`config.mk`:
```
export PLATFORM = sky130hd
export DESIGN_NAME = wr_engine_scheduler_flat
export DESIGN_NICKNAME = d
export VERILOG_FILES = /design/src/rtl/wr_engine_scheduler_if.sv /design/src/rtl/wr_engine_scheduler.sv /design/src/flat_wrapper.sv
export SDC_FILE = /design/constraint.sdc
export NUM_CORES = 1
export LEC_CHECK = 0
export CAP_MARGIN = 25
export CORE_AREA = 3 3 386 388
export CTS_BUF_LIST = sky130_fd_sc_hd__clkbuf_4
export CTS_CLUSTER_SIZE = 40
export DETAILED_ROUTE_END_ITERATION = 12
export DIE_AREA = 0 0 389 391
export PLACE_DENSITY_LB_ADDON = 0.05
export SYNTH_ARGS = -nofsm -noshare
export SYNTH_HDL_FRONTEND = slang
export SYNTH_SLANG_ARGS = --single-unit
export TNS_END_PERCENT = 30
```
`constraint.sdc`:
```
create_clock -name clk -period 2.6 [get_ports clk]
set_input_delay 0.52 -clock clk [delete_from_list [all_inputs] [get_ports clk]]
set_output_delay 0.52 -clock clk [all_outputs]
set_load 0.005 [all_outputs]
```
`src/rtl/wr_engine_scheduler_if.sv`:
```
// Bundle between the write-engine scheduler, its requesters and the shared
// axi_master_wr engine. master = scheduler side, slave = requesters plus engine.
interface wr_engine_scheduler_if #(
    parameter int NUM_REQ   = 4,
    parameter int CTX_WIDTH = 32
) ();
    localparam int IDX_W = $clog2(NUM_REQ);

    logic [NUM_REQ-1:0]           req_valid;
    logic [NUM_REQ-1:0]           req_ready;
    logic [NUM_REQ*64-1:0]        req_addr;
    logic [NUM_REQ*32-1:0]        req_pattern;
    logic [NUM_REQ*32-1:0]        req_number;
    logic [NUM_REQ*32-1:0]        req_init_data;
    logic [NUM_REQ*CTX_WIDTH-1:0] req_context;
    logic [NUM_REQ-1:0]           req_done;
    logic [NUM_REQ-1:0]           req_error;

    logic                         eng_start_pulse;
    logic [63:0]                  eng_addr;
    logic [31:0]                  eng_pattern;
    logic [31:0]                  eng_number;
    logic [31:0]                  eng_init_data;
    logic [CTX_WIDTH-1:0]         eng_context;
    logic                         eng_done_pulse;
    logic                         eng_error;

    logic                         busy;
    logic [IDX_W-1:0]             grant_idx;

    modport master (
        input  req_valid, req_addr, req_pattern, req_number, req_init_data, req_context,
        input  eng_done_pulse, eng_error,
        output req_ready, req_done, req_error,
        output eng_start_pulse, eng_addr, eng_pattern, eng_number, eng_init_data, eng_context,
        output busy, grant_idx
    );

    modport slave (
        output req_valid, req_addr, req_pattern, req_number, req_init_data, req_context,
        output eng_done_pulse, eng_error,
        input  req_ready, req_done, req_error,
        input  eng_start_pulse, eng_addr, eng_pattern, eng_number, eng_init_data, eng_context,
        input  busy, grant_idx
    );
endinterface

```
`src/rtl/wr_engine_scheduler.sv`:
```
// Round-robin scheduler sharing one axi_master_wr write engine among NUM_REQ requesters.
// Optional BUSY watchdog enabled by defining WR_SCHED_TIMEOUT_EN.
module wr_engine_scheduler #(
    parameter int NUM_REQ   = 4,
    parameter int CTX_WIDTH = 32,
    parameter int TIMEOUT_W = 24
) (
    input  logic                  clk,
    input  logic                  resetn,
    wr_engine_scheduler_if.master bus
);
    localparam int IDX_W = $clog2(NUM_REQ);

    localparam logic [2:0] S_IDLE     = 3'd0;
    localparam logic [2:0] S_GRANT    = 3'd1;
    localparam logic [2:0] S_LAUNCH   = 3'd2;
    localparam logic [2:0] S_BUSY     = 3'd3;
    localparam logic [2:0] S_COMPLETE = 3'd4;

    localparam logic [NUM_REQ-1:0] ONE_HOT0 = NUM_REQ'(1);

    logic [2:0]           state_q, state_d;
    logic [IDX_W-1:0]     rr_ptr_q, rr_ptr_d;
    logic [IDX_W-1:0]     grant_q, grant_d;
    logic                 err_q, err_d;
    logic                 busy_q, busy_d;
    logic                 start_q, start_d;
    logic [NUM_REQ-1:0]   ready_q, ready_d;
    logic [NUM_REQ-1:0]   done_q, done_d;
    logic [NUM_REQ-1:0]   error_q, error_d;
    logic [63:0]          addr_q, addr_d;
    logic [31:0]          pattern_q, pattern_d;
    logic [31:0]          number_q, number_d;
    logic [31:0]          init_q, init_d;
    logic [CTX_WIDTH-1:0] ctx_q, ctx_d;

    logic [IDX_W-1:0]     pick_idx;
    logic                 pick_found;
    logic [IDX_W:0]       scan_idx;
    logic [IDX_W-1:0]     scan_slot;
    logic [NUM_REQ-1:0]   grant_oh;

`ifdef WR_SCHED_TIMEOUT_EN
    logic [TIMEOUT_W-1:0] timer_q, timer_d;
`endif

    // Scan starts one past the last winner so no slot can win twice while another waits.
    always_comb begin
        pick_idx   = rr_ptr_q;
        pick_found = 1'b0;
        scan_idx   = '0;
        scan_slot  = '0;
        for (int k = 1; k <= NUM_REQ; k++) begin
            scan_idx = {1'b0, rr_ptr_q} + (IDX_W+1)'(k);
            if (scan_idx >= (IDX_W+1)'(NUM_REQ)) begin
                scan_idx = scan_idx - (IDX_W+1)'(NUM_REQ);
            end
            scan_slot = scan_idx[IDX_W-1:0];
            if (!pick_found && bus.req_valid[scan_slot]) begin
                pick_idx   = scan_slot;
                pick_found = 1'b1;
            end
        end
    end

    assign grant_oh = ONE_HOT0 << grant_q;

    always_comb begin
        state_d   = state_q;
        rr_ptr_d  = rr_ptr_q;
        grant_d   = grant_q;
        err_d     = err_q;
        start_d   = 1'b0;
        ready_d   = '0;
        done_d    = '0;
        error_d   = '0;
        addr_d    = addr_q;
        pattern_d = pattern_q;
        number_d  = number_q;
        init_d    = init_q;
        ctx_d     = ctx_q;
`ifdef WR_SCHED_TIMEOUT_EN
        timer_d   = timer_q;
`endif
        case (state_q)
            S_IDLE: begin
                // Fields are held with valid, so latching on the grant edge sees the same job.
                if (|bus.req_valid) begin
                    grant_d   = pick_idx;
                    ready_d   = ONE_HOT0 << pick_idx;
                    addr_d    = bus.req_addr[64*pick_idx +: 64];
                    pattern_d = bus.req_pattern[32*pick_idx +: 32];
                    number_d  = bus.req_number[32*pick_idx +: 32];
                    init_d    = bus.req_init_data[32*pick_idx +: 32];
                    ctx_d     = bus.req_context[CTX_WIDTH*pick_idx +: CTX_WIDTH];
                    state_d   = S_GRANT;
                end
            end
            S_GRANT: begin
                err_d = 1'b0;
                if (number_q == 32'd0) begin
                    done_d  = grant_oh;
                    state_d = S_COMPLETE;
                end else begin
                    start_d = 1'b1;
                    state_d = S_LAUNCH;
                end
            end
            S_LAUNCH: begin
                err_d   = err_q | bus.eng_error;
`ifdef WR_SCHED_TIMEOUT_EN
                timer_d = '0;
`endif
                state_d = S_BUSY;
            end
            S_BUSY: begin
                err_d = err_q | bus.eng_error;
                if (bus.eng_done_pulse) begin
                    done_d  = grant_oh;
                    error_d = grant_oh & {NUM_REQ{err_q | bus.eng_error}};
                    state_d = S_COMPLETE;
                end
`ifdef WR_SCHED_TIMEOUT_EN
                else if (&timer_q) begin
                    done_d  = grant_oh;
                    error_d = grant_oh;
                    state_d = S_COMPLETE;
                end else begin
                    timer_d = timer_q + 1'b1;
                end
`endif
            end
            S_COMPLETE: begin
                rr_ptr_d = grant_q;
                state_d  = S_IDLE;
            end
            default: state_d = S_IDLE;
        endcase
        busy_d = (state_d != S_IDLE);
    end

    always_ff @(posedge clk) begin
        if (!resetn) begin
            state_q   <= S_IDLE;
            rr_ptr_q  <= IDX_W'(NUM_REQ - 1);
            grant_q   <= '0;
            err_q     <= 1'b0;
            busy_q    <= 1'b0;
            start_q   <= 1'b0;
            ready_q   <= '0;
            done_q    <= '0;
            error_q   <= '0;
            addr_q    <= '0;
            pattern_q <= '0;
            number_q  <= '0;
            init_q    <= '0;
            ctx_q     <= '0;
`ifdef WR_SCHED_TIMEOUT_EN
            timer_q   <= '0;
`endif
        end else begin
            state_q   <= state_d;
            rr_ptr_q  <= rr_ptr_d;
            grant_q   <= grant_d;
            err_q     <= err_d;
            busy_q    <= busy_d;
            start_q   <= start_d;
            ready_q   <= ready_d;
            done_q    <= done_d;
            error_q   <= error_d;
            addr_q    <= addr_d;
            pattern_q <= pattern_d;
            number_q  <= number_d;
            init_q    <= init_d;
            ctx_q     <= ctx_d;
`ifdef WR_SCHED_TIMEOUT_EN
            timer_q   <= timer_d;
`endif
        end
    end

    assign bus.req_ready       = ready_q;
    assign bus.req_done        = done_q;
    assign bus.req_error       = error_q;
    assign bus.eng_start_pulse = start_q;
    assign bus.eng_addr        = addr_q;
    assign bus.eng_pattern     = pattern_q;
    assign bus.eng_number      = number_q;
    assign bus.eng_init_data   = init_q;
    assign bus.eng_context     = ctx_q;
    assign bus.busy            = busy_q;
    assign bus.grant_idx       = grant_q;
endmodule

```
`src/flat_wrapper.sv`:
```
// flat-port wrapper written by rule: the top's interface ports become plain ports
module wr_engine_scheduler_flat 
#(
    parameter int NUM_REQ   = 4,
    parameter int CTX_WIDTH = 32,
    parameter int TIMEOUT_W = 24
)
  (clk, resetn, bus_req_valid, bus_req_addr, bus_req_pattern, bus_req_number, bus_req_init_data, bus_req_context, bus_eng_done_pulse, bus_eng_error, bus_req_ready, bus_req_done, bus_req_error, bus_eng_start_pulse, bus_eng_addr, bus_eng_pattern, bus_eng_number, bus_eng_init_data, bus_eng_context, bus_busy, bus_grant_idx);
  wr_engine_scheduler_if #(.NUM_REQ(NUM_REQ), .CTX_WIDTH(CTX_WIDTH)) bus_i ();
  input  logic clk;
  input  logic resetn;
  input wire logic [$bits(bus_i.req_valid)-1:0] bus_req_valid;
  input wire logic [$bits(bus_i.req_addr)-1:0] bus_req_addr;
  input wire logic [$bits(bus_i.req_pattern)-1:0] bus_req_pattern;
  input wire logic [$bits(bus_i.req_number)-1:0] bus_req_number;
  input wire logic [$bits(bus_i.req_init_data)-1:0] bus_req_init_data;
  input wire logic [$bits(bus_i.req_context)-1:0] bus_req_context;
  input wire logic [$bits(bus_i.eng_done_pulse)-1:0] bus_eng_done_pulse;
  input wire logic [$bits(bus_i.eng_error)-1:0] bus_eng_error;
  output wire logic [$bits(bus_i.req_ready)-1:0] bus_req_ready;
  output wire logic [$bits(bus_i.req_done)-1:0] bus_req_done;
  output wire logic [$bits(bus_i.req_error)-1:0] bus_req_error;
  output wire logic [$bits(bus_i.eng_start_pulse)-1:0] bus_eng_start_pulse;
  output wire logic [$bits(bus_i.eng_addr)-1:0] bus_eng_addr;
  output wire logic [$bits(bus_i.eng_pattern)-1:0] bus_eng_pattern;
  output wire logic [$bits(bus_i.eng_number)-1:0] bus_eng_number;
  output wire logic [$bits(bus_i.eng_init_data)-1:0] bus_eng_init_data;
  output wire logic [$bits(bus_i.eng_context)-1:0] bus_eng_context;
  output wire logic [$bits(bus_i.busy)-1:0] bus_busy;
  output wire logic [$bits(bus_i.grant_idx)-1:0] bus_grant_idx;
  assign bus_i.req_valid = bus_req_valid;
  assign bus_i.req_addr = bus_req_addr;
  assign bus_i.req_pattern = bus_req_pattern;
  assign bus_i.req_number = bus_req_number;
  assign bus_i.req_init_data = bus_req_init_data;
  assign bus_i.req_context = bus_req_context;
  assign bus_i.eng_done_pulse = bus_eng_done_pulse;
  assign bus_i.eng_error = bus_eng_error;
  assign bus_req_ready = bus_i.req_ready;
  assign bus_req_done = bus_i.req_done;
  assign bus_req_error = bus_i.req_error;
  assign bus_eng_start_pulse = bus_i.eng_start_pulse;
  assign bus_eng_addr = bus_i.eng_addr;
  assign bus_eng_pattern = bus_i.eng_pattern;
  assign bus_eng_number = bus_i.eng_number;
  assign bus_eng_init_data = bus_i.eng_init_data;
  assign bus_eng_context = bus_i.eng_context;
  assign bus_busy = bus_i.busy;
  assign bus_grant_idx = bus_i.grant_idx;
  wr_engine_scheduler #(.NUM_REQ(NUM_REQ), .CTX_WIDTH(CTX_WIDTH), .TIMEOUT_W(TIMEOUT_W)) u_core (.clk(clk), .resetn(resetn), .bus(bus_i));
endmodule
```
==> flow_summary.toml, run 1 <==
[detailed_routing]
num_vias = 18587
finalWirelength_microns = 121000
post_drt_via_cell_ratio = 3.89
first_pass_iters = 5
drc_errors = 0
antenna_left = 0
routedWlPerCell_microns = 25.4
drtIter0Drc = 730

[floorplanning]
dieHeight_microns = 391
die_w_microns = 389
rows = 140
die-area_sq_mm = 0.152
io_pins = 984
start_util_pct = 10.1
coreArea_sq_mm = 0.146

[worst_hold_path]
min_path_cells = 3
min_path_type = "in -> reg"
hp-start = "bus_req_addr[211]"
hold_end = "u_core.bus.eng_addr[19]"

[sta]
setup_violations = 0
hold_violations = 0
slew_headroom_pct = 33.5
fin_skew_ns = 0.0627
min_period_ns = 2.44
worst_slew_pin_slew_ns = 0.997
slew_violations = 0
min_period_over_period_pct = 93.7
rsz0062_at_grt = "yes"
setup_slack_ns = 0.164
whs_ns = 0.239
fmax_mhz = 410

[setup_path]
endpoint_kind = "flop"
arrival_ns = 3.21
start_kind = "flop"
cp.required_ns = 3.37
rrSetupSlack_ns = 0.16
worst-path-max-fanout = 18
crit_type = "reg -> reg"
r2r-start = "u_core.rr_ptr_q[0]"
crit-reg2reg-capture = "u_core.bus.eng_context[0]"
r2r_cells = 9

[cts]
path_clk_slew_ns = 0.06
cts_root_buf = "clkbuf_4"
cts.sinks = 214
clk_latency_ns = 0.96
cts_max_level = 3
cts_tree = "built"
clockBufferDepth = 3
cts_hold_buf = 0
numCtsBuffers = 84

[synth]
yosysSeqAreaShare_pct = 29.2
postSynthNetCount = 2439
syn_inst = 1663
ys_ff_latch = 214
ys_types = 37
synth_area_per_cell_sq_um = 8.81
netlist_area_sq_mm = 0.0147
synth_warnings = 0

[layout]
drive_above_1_share_pct = 19.4
finish.utilization_pct = 20.5
regArea_sq_mm = 0.00430
finalInstanceArea_sq_mm = 0.0298
multi_input_area_sq_mm = 0.00941
area_growth_pct = 104
fill_cells = 16144
fin_nets = 3545

[power_and_ir_drop]
total_power_mw = 14.2
irDropWorstVdd_mv = 0.224
power_density_mw_per_mm2 = 476
power.leakage_nw = 12.0

[global_routing]
grt_overflow = 0
antenna_found_initial = 55
grtUsageMet3_pct = 6.37
grt_pass1_wl_microns = 164000
met1_usage_pct = 16.0
top_usage_layer = "met2"
first_global_vias = 20241
use_met2_pct = 27.9
grt_usage_pct = 15.2
grt_max_degree = 64

[run_status]
status = "completed"

[placement]
dp_hpwl_microns = 98800
gp_congestion = 0.809
dp_slack_ns = -0.418
place_area_sq_mm = 0.0288
io_buffers = 983

[flow_run]
maxCapViolations = 0
[cells in the final DEF, fill, tap and decap left out, drive strengths merged, types with 2 or more instances in the layout]
cell type and instances:
a21o 193, a21oi 5, buf 252, clkbuf 121, clkdlybuf4s50 945, clkinv 23
clkinvlp 2, dfxtp 214, diode 26, dlygate4sd2 37, inv 4, mux2i 192
nand2 203, nand2b 5, nand3 5, nand4 194, nor2 16, nor2b 3
nor3 4, nor3b 2, nor4 10, o211ai 192, o21a 2, o21ai 4
o31ai 193
[how the worst max path moves through the flow]
stage | startpoint | endpoint | slack, ns
global placement | bus_req_valid[2] | u_core.bus.eng_addr[53] | -0.39
CTS | u_core.bus.eng_number[31] | bus_eng_number[31] | -0.05
global route | u_core.rr_ptr_q[0] | u_core.bus.eng_addr[53] | -0.02
detailed placement | bus_req_valid[1] | u_core.bus.eng_addr[53] | -0.42
finish | u_core.rr_ptr_q[0] | u_core.bus.eng_context[0] | 0.16
floorplan | bus_req_valid[3] | u_core.bus.eng_addr[59] | 0.62
[what timing repair did]
item / in CTS / in global routing
buffers inserted: 0 / 1
resized for setup: 50 / 1
endpoints found under the setup margin: 44 / 3
cloned: 0 / 0
[kinds of logic (layout without fill, tap and decap cells)]
kind of cell	after synthesis	in the layout	share of synthesized area (%)
buf+inv	218	1385	7.08
simple gates	447	447	15.4
other cells	0	26	0
flops	214	214	29.2
compound gates	592	592	35.2
mux	192	192	13.1
[per-stage QoR]
stage,TNS (ns),std cells
floorplan,0,1663
global placement,-33.76,4599
detailed placement,-34.37,4599
CTS,-0.0496,4746
global route,-0.0602,4761
finish,0,4773
[per-layer routing]
metal  up-vias  wire length [microns]
met4        52                   2360
li1       8767                      -
met3       175                  10700
met5         -                    341
met2       736                  62600
met1      8857                  45000
[registers in the layout, indices dropped and copies added, names as in the netlist, 2 cells and up]
signal and flops:
u_core.bus.req_done 4, u_core.bus.eng_context 32, u_core.rr_ptr_q 2, u_core.bus.req_error 4, u_core.bus.eng_addr 64, u_core.bus.eng_pattern 32, u_core.bus.req_ready 4, u_core.bus.eng_number 32
u_core.bus.grant_idx 2, u_core.bus.eng_init_data 32, u_core.state_q 3
[power breakdown]
group	total (mW)	switching, mW	leakage [nW]	internal [mW]
clock	4.18	2.06	0.603	2.12
sequential	4.20	0.370	1.77	3.83
combinational	5.84	2.55	9.64	3.28
total	14.2	4.99	12.0	9.23
[synthesized netlist by cell type]
master	n	area, sq um
a211oi_1	1	7.51
a21boi_0	1	7.51
a21o_1	193	1450
a21oi_1	4	20.0
a21oi_2	1	8.76
and2_1	1	6.26
buf_1	15	56.3
buf_2	22	110
buf_4	14	105
buf_6	17	191
clkbuf_1	144	541
clkbuf_4	3	22.5
dfxtp_1	214	4280
inv_1	3	11.3
mux2i_1	192	1920
nand2_1	203	762
nand2b_1	5	31.3
nand3_1	5	25.0
nand4_1	194	1210
nor2_1	15	56.3
nor2_2	1	6.26
nor2b_1	2	12.5
nor2b_2	1	8.76
nor3_1	4	20.0
nor3b_1	2	15.0
nor4_1	10	62.6
o2111ai_1	1	8.76
o211ai_1	45	338
o211ai_2	147	1840
o21a_1	2	15.0
o21ai_0	2	10.0
o21ai_1	2	10.0
o31ai_1	193	1450
or2_2	1	6.26
or2b_4	1	11.3
or3_1	1	6.26
or4_1	1	7.51
[critical path, cell delays in order, from the launching register on]
cell	delay (ns)
dfxtp_1	0.51
nor2b_2	0.13
o21a_4	0.24
nor3_2	0.21
buf_4	0.18
buf_12	0.20
buf_4	0.20
mux2i_1	0.37
buf_4	0.17
o211ai_1	0.07
[final cells by class]
cell class | instances | share of cell area, %
diodes | 26 | 0.218
clock buffers | 121 | 3.04
clock inverters | 26 | 0.386
inverters | 3 | 0.0377
multi-input cells | 1231 | 31.5
flip-flops and latches | 214 | 14.4
well taps | 1917 | 8.04
repair buffers | 1235 | 42.3
Note: power is estimated with default switching activity, not from simulation.
==> run 2: changes to the inputs <==
GPL_TIMING_DRIVEN = 0   (was unset)
==> run 2 against run 1 <==
  * The flow now finishes with violations (setup timing)
  * Combinational power shrank 3.9%
  * Sequential share of layout area grew 0.84 points
  * Clock power shrank 4%
  * Critical endpoint is now u_core.bus.eng_context[24]
==> flow_summary.toml, run 2 (synthesized netlist as in run 1, its figures left out) <==
[power_and_ir_drop]
total_power_mw = 13.9
power_density_mw_per_mm2 = 489
power.leakage_nw = 11.0
irDropWorstVdd_mv = 0.227

[layout]
final_cells = 4724
fill_cells = 16353
layout_common_cells = "clkdlybuf4s50_1, nand2_1, dfxtp_1, nand4_1, a21o_1"
fin_nets = 3514
drive_above_1_share_pct = 15.5
final_common_cell = "clkdlybuf4s50_1"
finish.utilization_pct = 19.4
area_growth_pct = 93.4
largest_register_ffs = 64

[detailed_routing]
drtIter0Drc = 848
post_drt_via_cell_ratio = 3.95
antenna_left = 0
routedWlPerCell_microns = 28.1
num_vias = 18664
finalWirelength_microns = 133000
first_pass_iters = 5
drc_errors = 0

[global_routing]
grt_max_degree = 13
grt_overflow = 0
first_global_vias = 20079
antenna_found_initial = 33
grt_usage_pct = 16.7
grt_pass1_wl_microns = 175000

[sta]
min_period_over_period_pct = 101
rsz0062_at_grt = "yes"
fmax_mhz = 379
slew_headroom_pct = 45.5
finalSetupTns_ns = -0.148
worst_slew_pin_slew_ns = 0.817
setup_violations = 10
setup_slack_ns = -0.0361
hold_violations = 0
min_period_ns = 2.64
fin_skew_ns = 0.0497
slew_violations = 0

[cts]
cts_resized = 127
cts_root_buf = "clkbuf_4"
clk_latency_ns = 0.96
cts_max_level = 3
cts_hold_buf = 0
numCtsBuffers = 83
cts.sinks = 214
cts_tree = "built"
post_cts_buffers = 0
path_clk_slew_ns = 0.06
clockBufferDepth = 3

[worst_hold_path]
min_path_type = "in -> reg"
min_path_cells = 3

[placement]
dp_hpwl_microns = 109000
placed_cells = 4570
io_buffers = 983
gp_congestion = 0.766

[floorplanning]
die_w_microns = 389
rows = 140
start_util_pct = 10.1
coreArea_sq_mm = 0.146
dieHeight_microns = 391
die-area_sq_mm = 0.152
io_pins = 984

[setup_path]
cp.required_ns = 3.49
arrival_ns = 3.53
endpoint_kind = "flop"
crit_type = "in -> reg"
r2r_cells = 7
start_kind = "primary input"
worst-path-max-fanout = 10

[flow_run]
maxCapViolations = 0

[run_status]
violations = "setup timing"
status = "finished, violations left"
[run 2: changes by cell type in the layout (fill, tap and decap cells not counted), moves of 8 or more]
cell / change
buf_12: -75
buf_2: +22
buf_4: -166
buf_6: +26
clkbuf_1: +112
clkbuf_2: +32
clkbuf_4: -8
clkdlybuf4s50_1: -14
dlygate4sd2_1: +14
mux2i_1: -39
mux2i_2: +31
mux2i_4: +8
[run 2: per-stage QoR]
step	area [sq um]	hold slack, ns	setup slack (ns)
global route	28300	0.0703	-0.0423
global placement	26900	0.445	-1.46
CTS	28100	0.0425	-0.0528
finish	28300	0.219	-0.0361
detailed placement	27000	0.447	-1.35
floorplan	14700	0.461	0.620
[run 2: critical path, stage by stage]
cell,delay (ns)
clkdlybuf4s50_1,0.48
nor4_1,0.59
nand2b_1,0.29
o21a_1,0.46
buf_4,0.39
clkbuf_1,0.52
nand2_1,0.15
o211ai_2,0.09
[run 2: area by class of cell]
| type | count | area, sq um | area share (%) |
|---|---|---|---|
| tap | 1917 | 2400 | 8.46 |
| buffer | 215 | 1150 | 4.05 |
| timing repair buffer | 990 | 9910 | 35.0 |
| multi-input combinational | 1231 | 9570 | 33.8 |
| inverter | 3 | 11.3 | 0.0397 |
| antenna | 23 | 57.6 | 0.203 |
| clock buffer | 110 | 826 | 2.91 |
| clock inverter | 21 | 96.3 | 0.340 |
| sequential | 214 | 4320 | 15.3 |
[run 2: path summary, 6_finish.rpt]
kind | from | end | slack (ns)
hold reg to reg | u_core.bus.eng_pattern[0] | u_core.bus.eng_pattern[0] | 0.46
setup reg to reg | u_core.rr_ptr_q[0] | u_core.bus.eng_number[19] | 0.13
setup / recovery | bus_req_valid[0] | u_core.bus.eng_context[24] | -0.04
hold / removal | bus_req_pattern[123] | u_core.bus.eng_pattern[27] | 0.22
[run 2: routing by layer]
metal | up-vias | GRT usage (%) | share of wire [%]
met1 | 9056 | 18.3 | 38
met2 | 749 | 30.7 | 51
met4 | 30 | 3.38 | 2.0
met5 | - | 0 | 0.13
met3 | 155 | 6.10 | 8.1
li1 | 8674 | - | -
[run 2: where the power goes]
part	leakage [nW]	internal [mW]	switching (mW)
Combinational	8.69	2.90	2.71
Sequential	1.77	3.83	0.396
Clock	0.543	1.93	2.10
Total	11.0	8.66	5.21
